--- config.mk ---
export PLATFORM = sky130hd
export DESIGN_NAME = pa_dtu_pcfifo_sched_flat
export DESIGN_NICKNAME = d
export VERILOG_FILES = /design/src/rtl/pa_dtu_pcfifo_sched_pkg.sv /design/src/rtl/pa_dtu_pcfifo_sched_if.sv /design/src/rtl/pa_dtu_pcfifo_rr_arb.sv /design/src/rtl/pa_dtu_pcfifo_sched.sv /design/src/flat_wrapper.sv
export SDC_FILE = /design/constraint.sdc
export NUM_CORES = 1
export LEC_CHECK = 0
export BUFFER_PORTS_ARGS = -buffer_cell sky130_fd_sc_hd__buf_2
export CAP_MARGIN = 5
export CORE_MARGIN = 5
export CORE_UTILIZATION = 34
export DETAILED_ROUTE_END_ITERATION = 12
export GPL_ROUTABILITY_DRIVEN = 0
export PLACE_DENSITY = 0.72
export SLEW_MARGIN = 0
export SYNTH_ARGS = -nofsm -noshare
export SYNTH_HDL_FRONTEND = slang
export SYNTH_SLANG_ARGS = --single-unit
--- constraint.sdc ---
create_clock -name pcfifo_clk -period 2 [get_ports pcfifo_clk]
set_input_delay 0.2 -clock pcfifo_clk [delete_from_list [all_inputs] [get_ports pcfifo_clk]]
set_output_delay 0.2 -clock pcfifo_clk [all_outputs]
set_load 0.005 [all_outputs]
--- src/rtl/pa_dtu_pcfifo_sched_pkg.sv ---
// Shared constants and encodings for the DTU PC-FIFO read scheduler.
`ifndef TDT_PCFIFO_DEPTH
`define TDT_PCFIFO_DEPTH 8
`endif
`ifndef TDT_PA_WIDTH
`define TDT_PA_WIDTH 32
`endif

package pa_dtu_pcfifo_sched_pkg;

    localparam int DEPTH     = `TDT_PCFIFO_DEPTH;
    localparam int PTR_WIDTH = $clog2(DEPTH);
    localparam int PA_WIDTH  = `TDT_PA_WIDTH;

    // Scheduler state: RUN lets the FIFO record, STOP and HALT freeze writes.
    typedef enum logic [1:0] {
        ST_RUN  = 2'b00,
        ST_STOP = 2'b01,
        ST_HALT = 2'b10
    } sched_state_e;

    // Which requester owned the last read-port grant.
    typedef enum logic {
        RR_DM  = 1'b0,
        RR_TRC = 1'b1
    } rr_last_e;

endpackage

--- src/rtl/pa_dtu_pcfifo_sched_if.sv ---
// Debug-read, trace-drain and FIFO read-port signals of the scheduler.
//
// Handshakes, all zero latency and combinational in the request cycle:
//   dm : dm_rd_req is a level; dm_rd_ack answers it in the same cycle, with
//        dm_rd_empty qualifying that no entry existed. A request still high
//        the cycle after an ack is a new read.
//   trc: trc_vld/trc_rdy valid-ready; a transfer happens on trc_vld && trc_rdy.
//   fifo: pcfifo_ren advances the FIFO read pointer on the next edge;
//        pcfifo_rd_data is the entry at the current read pointer.
interface pa_dtu_pcfifo_sched_if #(
    parameter int PA_WIDTH = pa_dtu_pcfifo_sched_pkg::PA_WIDTH
);
    logic                dm_rd_req;
    logic                dm_rd_ack;
    logic                dm_rd_empty;
    logic [PA_WIDTH-1:0] dm_rd_data;
    logic                trc_vld;
    logic                trc_rdy;
    logic [PA_WIDTH-1:0] trc_data;
    logic [PA_WIDTH-1:0] pcfifo_rd_data;
    logic                pcfifo_ren;
    logic                pcfifo_wen_blk;

    modport master (
        input  dm_rd_req, trc_rdy, pcfifo_rd_data,
        output dm_rd_ack, dm_rd_empty, dm_rd_data,
        output trc_vld, trc_data, pcfifo_ren, pcfifo_wen_blk
    );

    modport slave (
        output dm_rd_req, trc_rdy, pcfifo_rd_data,
        input  dm_rd_ack, dm_rd_empty, dm_rd_data,
        input  trc_vld, trc_data, pcfifo_ren, pcfifo_wen_blk
    );
endinterface

--- src/rtl/pa_dtu_pcfifo_rr_arb.sv ---
// Two-requester round-robin arbiter (debug module vs trace drain) with a
// registered last-grant; the trace side is marked last out of reset so the
// debug module wins the first tie.
module pa_dtu_pcfifo_rr_arb
    import pa_dtu_pcfifo_sched_pkg::*;
(
    input  logic pcfifo_clk,
    input  logic cpurst_b,
    input  logic req_dm,
    input  logic req_trc,
    output logic gnt_dm,
    output logic gnt_trc
);

    rr_last_e rr_last_q;

    // Grant the requester that did not win last time when both ask.
    always_comb begin
        gnt_dm  = req_dm && (!req_trc || (rr_last_q == RR_TRC));
        gnt_trc = req_trc && !gnt_dm;
    end

    // Remember the most recent winner.
    always_ff @(posedge pcfifo_clk or negedge cpurst_b) begin
        if (!cpurst_b) begin
            rr_last_q <= RR_TRC;
        end else if (gnt_dm) begin
            rr_last_q <= RR_DM;
        end else if (gnt_trc) begin
            rr_last_q <= RR_TRC;
        end
    end

endmodule

--- src/rtl/pa_dtu_pcfifo_sched.sv ---
// PC trace FIFO read scheduler and write-freeze controller. Tracks readable
// entries (the FIFO has no flags), shares the FIFO read port between debug
// reads and the trace drain, and freezes writes on halt or stop-on-full.
module pa_dtu_pcfifo_sched #(
    parameter int DEPTH     = pa_dtu_pcfifo_sched_pkg::DEPTH,
    parameter int PTR_WIDTH = pa_dtu_pcfifo_sched_pkg::PTR_WIDTH,
    parameter int PA_WIDTH  = pa_dtu_pcfifo_sched_pkg::PA_WIDTH
) (
    input  logic                 pcfifo_clk,
    input  logic                 cpurst_b,
    input  logic                 retire_wen_evt,
    input  logic                 rtu_dtu_halt_ack,
    input  logic                 dm_resume,
    input  logic                 cfg_stop_on_full,
    input  logic                 cfg_clr,
    pa_dtu_pcfifo_sched_if.master sif,
    output logic [PTR_WIDTH:0]   sched_cnt,
    output logic                 sched_ovf,
    output logic                 sched_clk_req,
    output logic [1:0]           sched_state
);
    import pa_dtu_pcfifo_sched_pkg::*;

    localparam logic [PTR_WIDTH:0] DEPTH_C = (PTR_WIDTH+1)'(DEPTH);
    localparam logic [PTR_WIDTH:0] HALF_C  = (PTR_WIDTH+1)'(DEPTH / 2);

    sched_state_e        state_q, state_d;
    logic [PTR_WIDTH:0]  cnt_q, cnt_d;
    logic [PTR_WIDTH:0]  fill_q, fill_d;
    logic                ovf_q, ovf_d;
    logic                cnt_nz, in_halt, wr, rd;
    logic                req_dm, req_trc, gnt_dm, gnt_trc;
    logic [PA_WIDTH-1:0] rd_word;

    assign cnt_nz  = (cnt_q != '0);
    assign in_halt = (state_q == ST_HALT);
    assign rd_word = sif.pcfifo_rd_data;
    // The trace side only competes when it can actually take an entry.
    assign req_dm  = sif.dm_rd_req;
    assign req_trc = sif.trc_rdy && cnt_nz && !in_halt;
    assign wr      = retire_wen_evt && !sif.pcfifo_wen_blk;
    assign rd      = sif.pcfifo_ren;

    pa_dtu_pcfifo_rr_arb u_rr_arb (
        .pcfifo_clk (pcfifo_clk),
        .cpurst_b   (cpurst_b),
        .req_dm     (req_dm),
        .req_trc    (req_trc),
        .gnt_dm     (gnt_dm),
        .gnt_trc    (gnt_trc)
    );

    // State, counters and overflow flag.
    always_ff @(posedge pcfifo_clk or negedge cpurst_b) begin
        if (!cpurst_b) begin
            state_q <= ST_RUN;
            cnt_q   <= '0;
            fill_q  <= '0;
            ovf_q   <= 1'b0;
        end else begin
            state_q <= state_d;
            cnt_q   <= cnt_d;
            fill_q  <= fill_d;
            ovf_q   <= ovf_d;
        end
    end

    // Counter updates: halt loads the write history, resume drops the stale
    // read position, clear beats ordinary read/write bookkeeping.
    always_comb begin
        cnt_d  = cnt_q;
        fill_d = fill_q;
        ovf_d  = ovf_q;
        if (cfg_clr) begin
            fill_d = '0;
            ovf_d  = 1'b0;
        end else begin
            if (wr && (fill_q != DEPTH_C)) fill_d = fill_q + 1'b1;
            if (wr && !rd && (cnt_q == DEPTH_C)) ovf_d = 1'b1;
        end
        if (rtu_dtu_halt_ack) begin
            cnt_d = fill_q;
        end else if (dm_resume && in_halt) begin
            cnt_d = '0;
        end else if (cfg_clr) begin
            cnt_d = '0;
        end else if (wr && !rd) begin
            cnt_d = (cnt_q == DEPTH_C) ? cnt_q : cnt_q + 1'b1;
        end else if (rd && !wr) begin
            cnt_d = cnt_q - 1'b1;
        end
    end

    // Next state with halt > resume > clear > fill-level priority.
    always_comb begin
        state_d = state_q;
        if (rtu_dtu_halt_ack) begin
            state_d = ST_HALT;
        end else if (in_halt && dm_resume) begin
            state_d = ST_RUN;
        end else if (cfg_clr) begin
            state_d = in_halt ? ST_HALT : ST_RUN;
        end else begin
            case (state_q)
                ST_RUN:  if (cfg_stop_on_full && (cnt_d == DEPTH_C)) state_d = ST_STOP;
                ST_STOP: if (cnt_d < HALF_C) state_d = ST_RUN;
                default: state_d = state_q;
            endcase
        end
    end

    // Handshake outputs; an empty debug read is acked without moving the FIFO.
    always_comb begin
        sif.pcfifo_wen_blk = (state_q != ST_RUN);
        sif.trc_vld        = cnt_nz && !in_halt && !gnt_dm;
        sif.trc_data       = rd_word;
        sif.dm_rd_ack      = gnt_dm;
        sif.dm_rd_empty    = gnt_dm && !cnt_nz;
        sif.dm_rd_data     = (gnt_dm && cnt_nz) ? rd_word : '0;
        sif.pcfifo_ren     = (gnt_dm && cnt_nz) || gnt_trc;
    end

    assign sched_cnt     = cnt_q;
    assign sched_ovf     = ovf_q;
    assign sched_state   = state_q;
    // Any event that must reach the registers keeps the clock gate open.
    assign sched_clk_req = retire_wen_evt || sif.dm_rd_req || sif.trc_vld ||
                           rtu_dtu_halt_ack || dm_resume || cfg_clr;

endmodule

--- src/flat_wrapper.sv ---
// flat-port wrapper written by rule: the top's interface ports become plain ports
module pa_dtu_pcfifo_sched_flat import pa_dtu_pcfifo_sched_pkg::*;
#(
    parameter int DEPTH     = pa_dtu_pcfifo_sched_pkg::DEPTH,
    parameter int PTR_WIDTH = pa_dtu_pcfifo_sched_pkg::PTR_WIDTH,
    parameter int PA_WIDTH  = pa_dtu_pcfifo_sched_pkg::PA_WIDTH
)
  (pcfifo_clk, cpurst_b, retire_wen_evt, rtu_dtu_halt_ack, dm_resume, cfg_stop_on_full, cfg_clr, sched_cnt, sched_ovf, sched_clk_req, sched_state, sif_dm_rd_req, sif_trc_rdy, sif_pcfifo_rd_data, sif_dm_rd_ack, sif_dm_rd_empty, sif_dm_rd_data, sif_trc_vld, sif_trc_data, sif_pcfifo_ren, sif_pcfifo_wen_blk);
  pa_dtu_pcfifo_sched_if #(.PA_WIDTH(PA_WIDTH)) sif_i ();
  input  logic pcfifo_clk;
  input  logic cpurst_b;
  input  logic retire_wen_evt;
  input  logic rtu_dtu_halt_ack;
  input  logic dm_resume;
  input  logic cfg_stop_on_full;
  input  logic cfg_clr;
  output logic [PTR_WIDTH:0] sched_cnt;
  output logic sched_ovf;
  output logic sched_clk_req;
  output logic [1:0] sched_state;
  input wire logic [$bits(sif_i.dm_rd_req)-1:0] sif_dm_rd_req;
  input wire logic [$bits(sif_i.trc_rdy)-1:0] sif_trc_rdy;
  input wire logic [$bits(sif_i.pcfifo_rd_data)-1:0] sif_pcfifo_rd_data;
  output wire logic [$bits(sif_i.dm_rd_ack)-1:0] sif_dm_rd_ack;
  output wire logic [$bits(sif_i.dm_rd_empty)-1:0] sif_dm_rd_empty;
  output wire logic [$bits(sif_i.dm_rd_data)-1:0] sif_dm_rd_data;
  output wire logic [$bits(sif_i.trc_vld)-1:0] sif_trc_vld;
  output wire logic [$bits(sif_i.trc_data)-1:0] sif_trc_data;
  output wire logic [$bits(sif_i.pcfifo_ren)-1:0] sif_pcfifo_ren;
  output wire logic [$bits(sif_i.pcfifo_wen_blk)-1:0] sif_pcfifo_wen_blk;
  assign sif_i.dm_rd_req = sif_dm_rd_req;
  assign sif_i.trc_rdy = sif_trc_rdy;
  assign sif_i.pcfifo_rd_data = sif_pcfifo_rd_data;
  assign sif_dm_rd_ack = sif_i.dm_rd_ack;
  assign sif_dm_rd_empty = sif_i.dm_rd_empty;
  assign sif_dm_rd_data = sif_i.dm_rd_data;
  assign sif_trc_vld = sif_i.trc_vld;
  assign sif_trc_data = sif_i.trc_data;
  assign sif_pcfifo_ren = sif_i.pcfifo_ren;
  assign sif_pcfifo_wen_blk = sif_i.pcfifo_wen_blk;
  pa_dtu_pcfifo_sched #(.DEPTH(DEPTH), .PTR_WIDTH(PTR_WIDTH), .PA_WIDTH(PA_WIDTH)) u_core (.pcfifo_clk(pcfifo_clk), .cpurst_b(cpurst_b), .retire_wen_evt(retire_wen_evt), .rtu_dtu_halt_ack(rtu_dtu_halt_ack), .dm_resume(dm_resume), .cfg_stop_on_full(cfg_stop_on_full), .cfg_clr(cfg_clr), .sif(sif_i), .sched_cnt(sched_cnt), .sched_ovf(sched_ovf), .sched_clk_req(sched_clk_req), .sched_state(sched_state));
endmodule
==> Yosys cells after proc, flatten, opt, wreduce, memory -nomap -nowiden <==
Cells that the tools add are included.
{ "totals": {"reg_bits": 12, "latch_bits": 0, "mem_bits_rw": 0, "rom_bits": 0, "out_inout_bits": 77, "n_memories": 0} }
{ "op_classes": {"addsub": 3, "mul": 0, "n_div": 0, "n_lt_le_gt_ge": 1, "eq_ne": 7, "n_shift": 0, "mux": 20, "bitwise": 0, "n_reduce_logical": 37} }
{ "op_table": {"columns": ["op", "n"], "rows": [
  ["32-bit 2-to-1 mux", 1],
  ["4-bit 2-to-1 mux", 8],
  ["1-bit logical AND", 15],
  ["2-bit 2-to-1 mux", 6],
  ["5-bit by 3-bit != test with 1-bit output (second input constant)", 2],
  ["4-bit by 1-bit adder with 4-bit output (second input constant)", 2],
  ["4-bit equality test (second input constant)", 2],
  ["2-bit nonzero test", 4],
  ["1-bit zero test", 7],
  ["1-bit logical OR", 7],
  ["5-bit nonzero test", 1],
  ["4-bit by 3-bit < comparator with 1-bit output (second input constant)", 1],
  ["1-bit 2-to-1 mux", 4],
  ["4-bit != test (second input constant)", 1],
  ["2-bit case mux with 2 select lines", 1],
  ["4-bit nonzero test", 1],
  ["4-bit by 1-bit subtractor with 4-bit output (second input constant)", 1],
  ["3-bit AND reduction", 1],
  ["2-bit by 1-bit equality test with 1-bit output (second input constant)", 1],
  ["2-bit equality test (second input constant)", 1],
  ["2-bit zero test", 1]
]} }

==> Longest topological paths before layout <==
{ "logic_depth": {"ltp_word": 22, "ltp_mapped": 9, "depth_no_buf": 9} }

==> Hierarchy <==
Synthesis repeated with hierarchy kept, for this count alone.
{ "hier_totals": {"cells_unflattened": 170, "hier_area_um2": 1366.3} }
{ "modules_own_cells": {"columns": ["module", "n_inst", "cells_each", "area_each_um2"], "rows": [
  ["pa_dtu_pcfifo_sched", 1, 164, 1312.5],
  ["pa_dtu_pcfifo_rr_arb", 1, 6, 53.8]
]} }

==> Least setup slack after synthesis <==
Ideal clock, no wire load.
{ "synth_timing": {"path_kind": "flip-flop to flip-flop", "startpoint": "register u_core.cnt_q[0], in the netlist u_core.sched_cnt[0]", "endpoint": "register u_core.state_q[0], in the netlist u_core.sched_state[0]", "setup_time_ps": 120, "arrival_time_ps": 1865, "required_time_ps": 1880, "path_slack_ps": 15, "stages_incl_launch_ff": 10, "synth_period_minus_slack_ps": 1985, "cell_sequence": "dfrtp_1 inv_1 ha_1 nor3b_4 o21ai_2 nor2_1 a211oi_1 a221o_1 o21ba_2 a2bb2oi_2"} }
{ "synth_via": {"elab_chain_len": 19} }
{ "synth_lines": {"columns": ["element", "line", "text"], "rows": [
  ["start, declared", "pa_dtu_pcfifo_sched.sv:28", "logic [PTR_WIDTH:0] cnt_q, cnt_d;"],
  ["start signal, assigned", "pa_dtu_pcfifo_sched.sv:62", "cnt_q <= cnt_d;"],
  ["4-bit nonzero test", "pa_dtu_pcfifo_sched.sv:35", "assign cnt_nz = (cnt_q != '0);"],
  ["1-bit logical AND (2 in a row)", "pa_dtu_pcfifo_sched.sv:40", "assign req_trc = sif.trc_rdy && cnt_nz && !in_halt;"],
  ["1-bit zero test", "pa_dtu_pcfifo_rr_arb.sv:19", "gnt_dm = req_dm && (!req_trc || (rr_last_q == RR_TRC));"],
  ["1-bit logical OR", "pa_dtu_pcfifo_rr_arb.sv:19", null],
  ["1-bit logical AND", "pa_dtu_pcfifo_rr_arb.sv:19", null],
  ["1-bit zero test", "pa_dtu_pcfifo_rr_arb.sv:20", "gnt_trc = req_trc && !gnt_dm;"],
  ["1-bit logical AND", "pa_dtu_pcfifo_rr_arb.sv:20", null],
  ["1-bit logical OR", "pa_dtu_pcfifo_sched.sv:120", "sif.pcfifo_ren = (gnt_dm && cnt_nz) || gnt_trc;"],
  ["1-bit logical AND or 1-bit zero test (tied branches)", "pa_dtu_pcfifo_sched.sv:89, pa_dtu_pcfifo_sched.sv:87", null],
  ["4-bit 2-to-1 mux or 1-bit logical AND (tied branches)", "pa_dtu_pcfifo_sched.sv:89, pa_dtu_pcfifo_sched.sv:87", null],
  ["4-bit 2-to-1 mux (*)", "pa_dtu_pcfifo_sched.sv:87", "end else if (wr && !rd) begin"],
  ["4-bit 2-to-1 mux (*)", "pa_dtu_pcfifo_sched.sv:85", "end else if (cfg_clr) begin"],
  ["4-bit 2-to-1 mux (*)", "pa_dtu_pcfifo_sched.sv:83", "end else if (dm_resume && in_halt) begin"],
  ["4-bit 2-to-1 mux (*)", "pa_dtu_pcfifo_sched.sv:81", "if (rtu_dtu_halt_ack) begin"],
  ["named net u_core.cnt_d[2]", "pa_dtu_pcfifo_sched.sv:28", null],
  ["parallel branches: the longest is 3 deep, another holds 4-bit by 3-bit < comparator with 1-bit output", null, null],
  ["3-bit AND reduction (no line) (*)", null, null],
  ["end signal, assigned", "pa_dtu_pcfifo_sched.sv:61", "state_q <= state_d;"],
  ["end, declared", "pa_dtu_pcfifo_sched.sv:27", "sched_state_e state_q, state_d;"]
]} }
Mark *: on every way through the listed nets, which the timed path passes.
A chain may end at the register's enable or synchronous reset.

==> Worst setup path after layout <==
Same ends and word-level chain as after synthesis.

==> flow_summary.json <==
{
  "hold_viol": 0,
  "vdd_drop_max_uv": 380,
  "clock-sinks": 12,
  "whs_ns": 0.220,
  "cp-startpoint": "u_core.sched_cnt[0]",
  "drc_errors": 0,
  "synth_compound_area_share_pct": 10.5,
  "setup_viol": 0,
  "synth-simple-area-share_pct": 37.0,
  "p_leak_nw": 1.09,
  "fin_nets": 311,
  "path_max_fanout": 3,
  "skew_ns": 0.00143,
  "cp-end-kind": "register",
  "grt_pass1_wl_microns": 6200,
  "cts.path.max_buffers": 2,
  "track_usage_pct": 14.5,
  "clkTransAtPathRegs_ns": 0.05,
  "fp.dieH_microns": 72.7,
  "final_cell_mix": "buf_2 (117), and2_1 (33), nand2_1 (15), dfrtp_1 (11)",
  "fin_crit_sh_pct": 97.6,
  "yosysWarnings": 0,
  "final_common_cell": "buf_2",
  "htree_num_levels": 1,
  "pre_cts_slack_ns": -0.0481,
  "antenna_left": 0,
  "port_buffers": 117,
  "netlist_area_sq_um": 1340,
  "rr_startpoint": "u_core.sched_cnt[0]",
  "fill_cells": 375,
  "drt_wl_total_microns": 4130,
  "final_util_pct": 50.5,
  "cts-root-buf": "clkbuf_8",
  "synthArstFlopShare_pct": 100,
  "grt_overflow": 0,
  "cts_inserted_buffers": 3,
  "finalMaxSlewViolations": 0,
  "hpwl_microns": 3490,
  "synth_fa_ha_area_share_pct": 3.74,
  "drive_gt1_share_pct": 55.1,
  "synth_edf_count": 0,
  "synth.area.top_cells": "dfrtp_1 (21%), buf_4 (18%), and2_1 (15%)",
  "io_pins": 118,
  "drtIter0Drc": 34,
  "grt_max_degree": 22,
  "status": "complete, no violations",
  "critPathKind": "register to register",
  "fmax_mhz": 512,
  "rsz0062_at_grt": "yes",
  "ys_ff_latch": 12,
  "synth.area.mux_share_pct": 1.50,
  "yosysUniqueCellTypes": 44,
  "hold_path_startpoint": "sif_dm_rd_req",
  "wl_per_cell_microns": 13.2,
  "cts_tree": "done",
  "dpl_cell_area_sq_um": 1770,
  "diodes": 0,
  "critPathRequiredTime_ns": 2.13,
  "finalSetupTns_ns": 0,
  "register_area_sq_um": 302,
  "synthFlopType": "dfrtp_1",
  "core_area_sq_um": 3740,
  "layout_setup_ws_ns": 0.0479,
  "die_area_sq_um": 5290,
  "min_path_type": "input port to register",
  "vias_per_cell": 4.62,
  "min_period_ns": 1.95,
  "design_area_sq_um": 1890,
  "row_count": 22,
  "synth_top_family_by_area": "simple AND/OR/NAND/NOR gates",
  "power.density_nw_per_um2": 447,
  "syn_avg_cell_area_sq_um": 7.96,
  "cp-start-kind": "register",
  "grt_pass1_vias": 1309,
  "multiInputGateArea_sq_um": 779,
  "yosysSeqAreaShare_pct": 22.5,
  "start_util_pct": 35.7,
  "synthesis.nets": 213,
  "arrival_ns": 2.09,
  "dr.pass1.iters": 4,
  "synth_top_cell_area_share_pct": 20.6,
  "syn_inst": 168,
  "relSlewSlack_pct": 77.4,
  "antenna_found_initial": 0,
  "area_delta_synth_final_pct": 41.3,
  "die_w_microns": 72.7,
  "cap_violations": 0,
  "yosys.area_share.xor_xnor_pct": 3.93,
  "clock_latency_ns": 0.24,
  "vias": 1446,
  "synth_top_area_cell": "dfrtp_1",
  "tightest_slew_ns": 0.333
}
-- metrics by stage --
stage / std cells / total power, mW
2_1_floorplan: 168 / 0.456
3_3_place_gp: 303 / 0.582
3_5_place_dp: 303 / 0.585
4_1_cts: 311 / 0.850
5_1_grt: 313 / 0.901
6_report: 313 / 0.846
-- report_power, final --
part / leakage (nW) / switching [mW] / internal [mW]
registers: 0.159 / 0.0115 / 0.254
clock network: 0.0228 / 0.0935 / 0.141
logic: 0.907 / 0.162 / 0.183
-- logic make-up after synthesis --
| group | Yosys count |
|---|---|
| simple gates | 84 |
| buf+inv | 42 |
| compound gates | 18 |
| flops | 12 |
| xor+xnor | 6 |
| fa+ha+maj | 4 |
| mux | 2 |
-- cell usage after synthesis, types with 2 or more instances --
master,n
nand3_1,2
clkbuf_1,3
inv_1,6
nand2_1,15
nor3_1,4
dfrtp_1,11
nor2_1,11
buf_4,32
xor2_1,4
xnor2_1,2
nor2_2,2
a21oi_1,4
nand2b_1,3
ha_1,4
o21ai_0,2
mux2i_1,2
nand4_1,2
and2_1,33
-- cell type report --
class | instances | share of cell area, %
Inverter | 6 | 1.19
Clock buffer | 4 | 2.38
Sequential cell | 12 | 15.9
Tap cell | 48 | 3.18
Timing Repair Buffer | 129 | 36.1
Multi-Input combinational cell | 114 | 41.2
-- layer usage --
layer,up-vias,global-route usage (%),routed length (microns)
met5,-,0,0
met2,81,27.1,2200
met3,6,2.62,440
met4,0,3.69,40
li1,714,-,-
met1,645,16.8,1450
-- worst max-delay path, stage by stage (launching register included) --
cell       delay, ns
dfrtp_1         0.39
inv_2           0.09
ha_4            0.14
nor3b_4         0.20
buf_4           0.14
o21ai_2         0.06
nor2_1          0.10
a211oi_1        0.05
a221o_1         0.32
o21ba_2         0.22
a2bb2oi_2       0.12
-- path summary, 6_finish.rpt --
check                                            endpoint  slack [ns]  cells past startpoint
max in group asynchronous       u_core.u_rr_arb.rr_last_q        1.36                      2
worst min-delay path            u_core.u_rr_arb.rr_last_q        0.22                      2
worst max-delay path                u_core.sched_state[0]        0.05                     10
worst max register to register      u_core.sched_state[0]        0.05                     10
worst min register to register  u_core.u_rr_arb.rr_last_q        0.50                      2
min in group asynchronous           u_core.sched_state[1]        0.36                      2
-- registers in the layout, indices dropped and copies added, names as in the netlist --
register                   flops
u_core.sched_cnt               4
u_core.fill_q                  4
u_core.sched_ovf               1
u_core.sched_state             2
u_core.u_rr_arb.rr_last_q      1
-- repair_timing --
item / in CTS / in global routing
endpoints found under the hold margin: 11 / 0
pin swaps: 0 / 2
cloned: 0 / 0
resized for setup: 6 / 1
setup buffers: 3 / 2
endpoints found under the setup margin: 36 / 34
hold buffers: 1 / 0
Note: power is estimated with default switching activity, not from simulation.
